==> config.mk <==
export PLATFORM = sky130hd
export DESIGN_NAME = shift_sequencer_flat
export DESIGN_NICKNAME = d
export VERILOG_FILES = /design/src/rtl/shift_sequencer_if.sv /design/src/rtl/shift_sequencer.sv /design/src/flat_wrapper.sv
export SDC_FILE = /design/constraint.sdc
export NUM_CORES = 1
export LEC_CHECK = 0
export ABC_AREA = 0
export CAP_MARGIN = 5
export CORE_MARGIN = 5
export CORE_UTILIZATION = 44
export CTS_CLUSTER_DIAMETER = 150
export CTS_CLUSTER_SIZE = 30
export DETAILED_ROUTE_END_ITERATION = 8
export PLACE_DENSITY = 0.79
export SKIP_LAST_GASP = 1
export SLEW_MARGIN = 20
export SYNTH_ARGS = -nofsm -noshare
export SYNTH_HDL_FRONTEND = slang
export SYNTH_SLANG_ARGS = --single-unit
==> constraint.sdc <==
create_clock -name clk -period 3.9 [get_ports clk]
set_input_delay 0.78 -clock clk [delete_from_list [all_inputs] [get_ports clk]]
set_output_delay 0.78 -clock clk [all_outputs]
set_load 0.02 [all_outputs]
==> src/rtl/shift_sequencer_if.sv <==
// Control bus between the shift sequencer and the external parallel-load shifter.
// The sequencer drives load/shift controls and reads back the shifter's parallel output.
interface shift_sequencer_if #(
   parameter int WIDTH = 8
);
   logic [WIDTH-1:0] sh_q;
   logic [WIDTH-1:0] sh_load_val;
   logic             sh_load_n;
   logic             sh_shift_right;
   logic             sh_asr;

   modport master (
      input  sh_q,
      output sh_load_val, sh_load_n, sh_shift_right, sh_asr
   );

   modport slave (
      output sh_q,
      input  sh_load_val, sh_load_n, sh_shift_right, sh_asr
   );
endinterface

==> src/rtl/shift_sequencer.sv <==
// Moore FSM sequencing an external right shifter: load, shift n times, capture, pulse done.
// Outputs are registered and updated alongside the state on each transition.
module shift_sequencer #(
   parameter int WIDTH = 8,
   parameter int AMT_W = 3
) (
   input  logic                clk,
   input  logic                reset_n,
   input  logic                start,
   input  logic                abort,
   input  logic [WIDTH-1:0]    data_in,
   input  logic [AMT_W-1:0]    shift_amt,
   input  logic                arith,
   shift_sequencer_if.master   sh,
   output logic                busy,
   output logic                done,
   output logic [WIDTH-1:0]    result
);

   typedef enum logic [2:0] {
      IDLE,
      LOAD,
      SHIFT,
      CAPTURE,
      DONE
   } state_t;

   state_t           state;
   logic [WIDTH-1:0] op_q;
   logic [AMT_W-1:0] cnt_q;
   logic             load_n_q;
   logic             shr_q;
   logic             asr_q;

   assign sh.sh_load_val    = op_q;
   assign sh.sh_load_n      = load_n_q;
   assign sh.sh_shift_right = shr_q;
   assign sh.sh_asr         = asr_q;

   always_ff @(posedge clk or negedge reset_n) begin
      if (!reset_n) begin
         state    <= IDLE;
         op_q     <= '0;
         cnt_q    <= '0;
         load_n_q <= 1'b1;
         shr_q    <= 1'b0;
         asr_q    <= 1'b0;
         busy     <= 1'b0;
         done     <= 1'b0;
         result   <= '0;
      end else if (abort && (state == LOAD || state == SHIFT || state == CAPTURE)) begin
         // Cancel: controls return to idle values, result untouched, no done pulse.
         state    <= IDLE;
         load_n_q <= 1'b1;
         shr_q    <= 1'b0;
         asr_q    <= 1'b0;
         busy     <= 1'b0;
      end else begin
         case (state)
            IDLE: begin
               if (start) begin
                  op_q     <= data_in;
                  cnt_q    <= shift_amt;
                  asr_q    <= arith;
                  load_n_q <= 1'b0;
                  busy     <= 1'b1;
                  state    <= LOAD;
               end
            end
            LOAD: begin
               load_n_q <= 1'b1;
               if (cnt_q != '0) begin
                  shr_q <= 1'b1;
                  state <= SHIFT;
               end else begin
                  state <= CAPTURE;
               end
            end
            SHIFT: begin
               // Leaving when the counter reads 1 gives exactly cnt SHIFT cycles.
               cnt_q <= cnt_q - 1'b1;
               if (cnt_q == AMT_W'(1)) begin
                  shr_q <= 1'b0;
                  state <= CAPTURE;
               end
            end
            CAPTURE: begin
               result <= sh.sh_q;
               done   <= 1'b1;
               state  <= DONE;
            end
            DONE: begin
               done  <= 1'b0;
               busy  <= 1'b0;
               asr_q <= 1'b0;
               state <= IDLE;
            end
            default: begin
               state    <= IDLE;
               load_n_q <= 1'b1;
               shr_q    <= 1'b0;
               asr_q    <= 1'b0;
               busy     <= 1'b0;
               done     <= 1'b0;
            end
         endcase
      end
   end

endmodule
==> src/flat_wrapper.sv <==
// flat-port wrapper written by rule: the top's interface ports become plain ports
module shift_sequencer_flat 
#(
   parameter int WIDTH = 8,
   parameter int AMT_W = 3
)
  (clk, reset_n, start, abort, data_in, shift_amt, arith, busy, done, result, sh_sh_q, sh_sh_load_val, sh_sh_load_n, sh_sh_shift_right, sh_sh_asr);
  shift_sequencer_if #(.WIDTH(WIDTH)) sh_i ();
  input  logic clk;
  input  logic reset_n;
  input  logic start;
  input  logic abort;
  input  logic [WIDTH-1:0] data_in;
  input  logic [AMT_W-1:0] shift_amt;
  input  logic arith;
  output logic busy;
  output logic done;
  output logic [WIDTH-1:0] result;
  input wire logic [$bits(sh_i.sh_q)-1:0] sh_sh_q;
  output wire logic [$bits(sh_i.sh_load_val)-1:0] sh_sh_load_val;
  output wire logic [$bits(sh_i.sh_load_n)-1:0] sh_sh_load_n;
  output wire logic [$bits(sh_i.sh_shift_right)-1:0] sh_sh_shift_right;
  output wire logic [$bits(sh_i.sh_asr)-1:0] sh_sh_asr;
  assign sh_i.sh_q = sh_sh_q;
  assign sh_sh_load_val = sh_i.sh_load_val;
  assign sh_sh_load_n = sh_i.sh_load_n;
  assign sh_sh_shift_right = sh_i.sh_shift_right;
  assign sh_sh_asr = sh_i.sh_asr;
  shift_sequencer #(.WIDTH(WIDTH), .AMT_W(AMT_W)) u_core (.clk(clk), .reset_n(reset_n), .start(start), .abort(abort), .data_in(data_in), .shift_amt(shift_amt), .arith(arith), .sh(sh_i), .busy(busy), .done(done), .result(result));
endmodule
; Word-level counts from Yosys, hierarchy flattened
; Cells that the tools add are included.
[classes]
addsub = 1
n_eq_ne = 12
n_mux = 21
bitwise = 2
n_reduce_logical = 18
[op_table]
columns = op, n
row1 = 2-to-1 mux 3 bit, 4
row2 = case mux 3 bit (4 select lines), 1
row3 = OR reduction 3 bit, 4
row4 = 2-to-1 mux 1 bit, 10
row5 = AND reduction 2 bit, 5
row6 = AND reduction 3 bit, 3
row7 = case mux 1 bit (2 select lines), 4
row8 = "equality test 3 x 1 -> 1 bit, second input constant", 2
row9 = "equality test 3 x 2 -> 1 bit, second input constant", 2
row10 = "inequality test 2 x 1 -> 1 bit, second input constant", 3
row11 = "inequality test 3 bit, second input constant", 2
row12 = case mux 3 bit (2 select lines), 1
row13 = "equality test 3 bit, second input constant", 1
row14 = zero test 3 bit, 1
row15 = "inequality test 3 x 2 -> 1 bit, second input constant", 1
row16 = case mux 1 bit (3 select lines), 1
row17 = nonzero test 3 bit, 1
row18 = "subtractor 3 x 1 -> 3 bit, second input constant", 1
row19 = logical OR 1 bit, 2
row20 = "inequality test 2 bit, second input constant", 1
row21 = inverter 1 bit, 2
row22 = nonzero test 2 bit, 1
row23 = logical AND 1 bit, 1
[totals]
reg_bits = 27
in_bits = 24
output_inout_bits = 21
word_cells = 63

; Longest topological paths before layout
; Gate-level depths: netlist of run 1.
[depth]
depth_word = 6
mapped_depth = 5
depth_no_buf = 5

; Worst setup path after synthesis of run 1
; OpenSTA, ideal clock, no wires.
[synth_path]
path_type = input port to flip-flop
startpoint = input port abort
endpoint = register u_core.result[0]
setup_time_ns = 0.125
arrival_time_ns = 1.485
t_required_ns = 3.775
slack_ns = 2.291
cell_stages = 3
n_path_buf = 1
path_cell_list = and4bb_1 buf_6 mux2_2
[synth_via]
elab_chain_len = 3
[synth_lines]
columns = element, line
row1 = "start, declared", flat_wrapper.sv:12  ; input logic abort;
row2 = logical AND 1 bit, shift_sequencer.sv:51  ; end else if (abort && (state == LOAD || state == SHIFT || state == CAPTURE)) begin
row3 = inverter 1 bit (no line), --
row4 = AND reduction 2 bit (no line), --
row5 = "end signal, assigned", shift_sequencer.sv:88  ; result <= sh.sh_q;
row6 = "end, declared", shift_sequencer.sv:17  ; output logic [WIDTH-1:0] result
; No other way between the ends.
; A chain may end at the register's enable or synchronous reset.

; Final worst setup path of run 1
[layout_path]
startpoint = register u_core.load_n_q, in the netlist u_core.sh.sh_load_n
endpoint = output port sh_sh_load_n
[layout_rtl]
columns = element, line
row1 = "start, declared", shift_sequencer.sv:31  ; logic load_n_q;
row2 = "start signal, assigned", shift_sequencer.sv:45  ; load_n_q <= 1'b1;
row3 = "start signal, assigned", shift_sequencer.sv:54  ; load_n_q <= 1'b1;
row4 = "start signal, assigned", shift_sequencer.sv:65  ; load_n_q <= 1'b0;
row5 = "end, declared", flat_wrapper.sv:21  ; output wire logic [$bits(sh_i.sh_load_n)-1:0] sh_sh_load_n;
; No word-level cell between the ends.

==> metrics.cfg, run 1 <==
[clock_network]
cts_num_sinks = 27
clk_latency_ns = 0.32
tritoncts = yes
holdBufCountCts = 0
cts_max_path_buffers = 2
clk_pin_slew_worst_paths_ns = 0.13
cts_buffers = 3
cts_root_buf = clkbuf_4
postCtsResizedCells = 0
post_cts_buffers = 0
htree_levels = 1

[sta]
fin_skew_ns = 0.0147
setup_viol = 0
rsz0062_at_grt = false
tightest_slew_ns = 0.553
max_freq_ghz = 0.447
hold_viol = 0
holdWs_ns = 0.501
period_minus_slack_ns = 2.24
layout_setup_ws_ns = 1.66
period_share_pct = 57.4
maxSlewViolCount = 0
relSlewSlack_pct = 63.1
setup_tns_ns = 0

[power]
vdd_ir_drop_max_uv = 604
leakagePower_nw = 0.743
power_mw = 1.35
power.density_nw_per_um2 = 784

[global_routing]
track_usage_pct = 13.7
grt_pass1_vias = 1051
grt_pass1_wl_um = 4570
grt_max_degree = 28
antenna_found_initial = 0
overflow = 0

[route]
drt_drc_violations_left = 0
drt_first_pass_iters = 4
routed_wl_um = 2620
wl_per_cell_um = 15.1
via_count = 921
first_iter_violations = 36
viasPerCell = 5.29
antenna_left = 0

[logic_synthesis]
syn_avg_cell_area_um2 = 12.6
synth_area_um2 = 1240
ys_seq_area_share_pct = 54.4
yosysUniqueCellTypes = 36
synth_fp_nets = 126
post-synth-top-count-cell = dfrtp_1
ys_top_cells_by_count = dfrtp_1, mux2_2, inv_1, nand2_1, nor2_1
synthArstFlopShare_pct = 100
postSynthCellCount = 99
yosysTopAreaCell = dfrtp_1
synth_ff_type = dfrtp_1
netlist_top_cells_area = dfrtp_1, mux2_2, ha_1
ys_ff_latch = 27
yosys_warnings = 0
synth_edf_count = 0
synth_top_area_share_pct = 52.3

[worst_setup_path]
crit_chain = clkdlybuf4s50_1
end_kind = output port
r2r_slack_ns = 2.17
slowest_stage = clkdlybuf4s50_1
criticalPathCategory = reg2out
cp.arrival_ns = 1.46
cp.required_ns = 3.12
start_kind = flop
slowest_delay_ns = 0.59
crit_fanout = 2
cp_top_family = buffers and inverters
crit_buf_inv = 1

[floorplan]
ioPinCount = 45
die_x_um = 63.2
fp-row-count = 19
core_um2 = 2730
die_h_um = 63.2
dieArea_um2 = 3990
initial_core_util_pct = 45.5

[final_layout]
num_antenna_cells = 0
fin_nets = 171
stdcell_count = 174
layout-drive-gt1-share_pct = 18.2
area_growth_pct = 38.6

[outcome]
status = completed

[run]
drv_cap = 0

[placed_design]
dp_hpwl_um = 1970
io_buffers = 44
pre_cts_ws_ns = 1.51
placed_cells = 170
gp_congestion = 0.761

[worst_hold_path]
hold_path.class = reg2reg

-- tightest hold or removal path, cell delays in order, from the launching register on --
cell       delay [ns]
dfstp_2          0.39
inv_1            0.06
a2bb2oi_1        0.06
-- cells by family after synthesis --
logic type,share of synthesized area [%]
AO/OA/AOI/OAI,8.44
XOR/XNOR,0.704
adder cells (fa/ha/maj),3.02
buffers and inverters,4.22
flip-flops,54.4
multiplexers,16.2
AND/OR/NAND/NOR,13.1
-- layout by cell type, fill, tap and decap left out, types with 2 or more instances in the layout --
cell             count
o22ai_1              2
nand2_1              5
a2bb2oi_1            2
nor2b_1              2
nor2_1               4
clkdlybuf4s50_1     44
mux2_2              17
clkbuf_4             3
o21ai_0              2
inv_1                5
dfrtp_1             26
ha_1                 3
a31oi_1              2
a21oi_1              3
-- per-layer routing --
metal	track usage (%)	share of wire, %
met1	15.9	42
met2	23.7	49
met3	5.86	8.9
met4	2.34	0
met5	0	0
-- cell type report --
class,instances,area [um^2]
Sequential cell,27,677
Inverter,5,18.8
Tap cell,31,38.8
Clock buffer,3,22.5
Multi-Input combinational cell,62,515
Timing Repair Buffer,45,448
Clock inverter,1,5.00
Fill cell,216,1010
-- sequential cells by signal, summed over array words and instances, names as in the netlist, 3 cells and up --
name and cells:
u_core.result 8, u_core.cnt_q 3, u_core.state 3, u_core.sh.sh_load_val 8
-- per-stage QoR --
step | instance area (um^2) | util [%]
floorplan | 1240 | -
global placement | 1700 | 62.1
detailed placement | 1700 | 62.1
CTS | 1730 | 63.1
global route | 1730 | 63.1
finish | 1730 | 63.1
-- where the power goes --
part	switching (mW)	leakage [nW]	internal, mW
logic	0.317	0.401	0.380
clock network	0.0812	0.0177	0.0384
registers	0.118	0.325	0.418
total	0.516	0.743	0.837
-- path summary, 6_finish.rpt --
path                                          start                   to  cells past startpoint
worst min-delay path            u_core.sh.sh_load_n  u_core.sh.sh_load_n                      2
worst max register to register      u_core.state[1]     u_core.result[0]                      2
max in group asynchronous                   reset_n  u_core.sh.sh_load_n                      2
min in group asynchronous                   reset_n      u_core.cnt_q[2]                      2
worst min register to register  u_core.sh.sh_load_n  u_core.sh.sh_load_n                      2
worst max-delay path            u_core.sh.sh_load_n         sh_sh_load_n                      1
No activity file was read; power rests on OpenSTA's default activity.
==> run 2: changes to the inputs <==
- CORE_UTILIZATION: 44 -> 39
- PLACE_DENSITY: 0.79 -> 0.74
- clock period: 3.9 -> 1.95 ns (I/O delays scaled with it)
==> metrics.cfg, run 2 (synthesis results as in run 1) <==
[placed_design]
place_area_um2 = 1730  ; was 1700 um^2
pre_cts_ws_ns = -0.00938  ; was 1.51 ns
dp_hpwl_um = 2020  ; was 1970 um
io_buffers = 44  ; unchanged
gp_congestion = 0.757  ; was 0.761

[route]
drt_drc_violations_left = 0  ; unchanged
first_iter_violations = 49  ; was 36
via_count = 917  ; was 921
viasPerCell = 4.85  ; was 5.29
antenna_left = 0  ; unchanged
wl_per_cell_um = 13.9  ; was 15.1 um
drt_first_pass_iters = 4  ; unchanged
routed_wl_um = 2630  ; was 2620 um

[worst_setup_path]
crit_buf_inv = 1  ; unchanged
cp.required_ns = 1.56  ; was 3.12 ns
slowest_stage = clkdlybuf4s50_1  ; unchanged
rr_startpoint = u_core.state[0]  ; was u_core.state[1]
cp-startpoint = u_core.sh.sh_load_n  ; unchanged
reg2regPathDepth = 3  ; was 2
cp_top_family = buffers and inverters  ; unchanged
cp.arrival_ns = 1.48  ; was 1.46 ns
crit_cells = 1  ; unchanged
slowest_delay_ns = 0.60  ; was 0.59 ns
criticalPathCategory = reg2out  ; unchanged
start_kind = flop  ; unchanged
crit_fanout = 2  ; unchanged
crit_chain = clkdlybuf4s50_1  ; unchanged
end_kind = output port  ; unchanged

[global_routing]
grt_pass1_wl_um = 4500  ; was 4570 um
overflow = 0  ; unchanged
antenna_found_initial = 0  ; unchanged
grt_max_degree = 28  ; unchanged
grt_pass1_vias = 990  ; was 1,051
track_usage_pct = 13.1  ; was 13.7%

[sta]
rsz0062_at_grt = false  ; unchanged
relSlewSlack_pct = 73.3  ; was 63.1%
layout_setup_ws_ns = 0.0776  ; was 1.66 ns
maxSlewViolCount = 0  ; unchanged
period_share_pct = 96.0
setup_tns_ns = 0  ; unchanged
hold_viol = 0  ; unchanged
max_freq_ghz = 0.534
fin_skew_ns = 0.00266  ; was 0.0147 ns
tightest_slew_ns = 0.399  ; was 0.553 ns
period_minus_slack_ns = 1.87
setup_viol = 0  ; unchanged

[power]
power.density_nw_per_um2 = 1560  ; was 784 nW/um^2
power_mw = 2.74  ; was 1.35 mW
leakagePower_nw = 0.754  ; was 0.743 nW
vdd_ir_drop_max_uv = 897  ; was 604 uV

[clock_network]
clk_latency_ns = 0.33  ; was 0.32 ns
cts_buffers = 3  ; unchanged
cts_max_path_buffers = 2  ; unchanged
postCtsResizedCells = 0  ; unchanged
tritoncts = yes  ; unchanged
holdBufCountCts = 0  ; unchanged
clk_pin_slew_worst_paths_ns = 0.15  ; was 0.13 ns
post_cts_buffers = 0  ; unchanged
cts_root_buf = clkbuf_4  ; unchanged
cts_num_sinks = 27  ; unchanged
htree_levels = 1  ; unchanged

[floorplan]
fp-row-count = 20  ; was 19
core_um2 = 3050  ; was 2730 um^2
die_x_um = 66.5  ; was 63.2 um
die_h_um = 66.5  ; was 63.2 um
ioPinCount = 45  ; unchanged
initial_core_util_pct = 40.8  ; was 45.5%
dieArea_um2 = 4420  ; was 3990 um^2

[final_layout]
fin_area_um2 = 1760  ; was 1730 um^2
final_common_cell = clkdlybuf4s50_1  ; unchanged
fin_nets = 173  ; was 171
layout_common_cells = clkdlybuf4s50_1, dfrtp_1, mux2_2  ; unchanged
area_growth_pct = 41.4  ; was 38.6%
utilization_pct = 57.7  ; was 63.1%
layout-drive-gt1-share_pct = 19.3  ; was 18.2%
num_antenna_cells = 0  ; unchanged

[outcome]
status = completed  ; unchanged

[worst_hold_path]
hold_path.class = in2async  ; was reg2reg

[run]
drv_cap = 0  ; unchanged

-- run 2: cell types whose count changed in the layout (fill, tap and decap cells not counted) --
cell,delta
clkinv_2,-1
inv_6,+1
buf_4,+2
-- run 2: where the power goes --
group,leakage (nW),switching (mW),internal (mW),total (mW)
registers,0.325,0.214,0.837,1.05
logic,0.411,0.662,0.774,1.44
clock network,0.0183,0.174,0.0837,0.258
-- run 2: cell type report --
type | count | area, um^2
multi-input combinational | 62 | 515
timing repair buffer | 47 | 463
sequential | 27 | 677
fill | 292 | 1290
clock buffer | 3 | 22.5
tap | 44 | 55.1
inverter | 5 | 18.8
clock inverter | 1 | 8.76
-- run 2: final timing paths --
check | to | slack, ns
max | sh_sh_load_n | 0.08
min | u_core.sh.sh_asr | 0.42
max reg2reg | u_core.sh.sh_load_val[2] | 0.33
min reg2reg | u_core.sh.sh_load_n | 0.50
max in group asynchronous | u_core.sh.sh_load_n | 1.23
min in group clk | u_core.sh.sh_load_n | 0.50
-- run 2: per-layer routing --
layer	track usage (%)	share of wire [%]
met5	0	0
met4	1.52	0.50
met3	5.06	7.7
met2	22.3	51
met1	16.0	40
-- run 2: per-stage QoR --
stage,hold slack (ns),std cells
after floorplan,0.0944,99
after global placement,0.478,185
after detailed placement,0.478,185
after CTS,0.435,189
after global routing,0.438,189
final,0.425,189
==> run 3: changes to the inputs <==
- HOLD_SLACK_MARGIN: default -> 0.06
==> results of run 3 <==
Same layout as run 2: the final DEF is identical, and so are final timing and power.
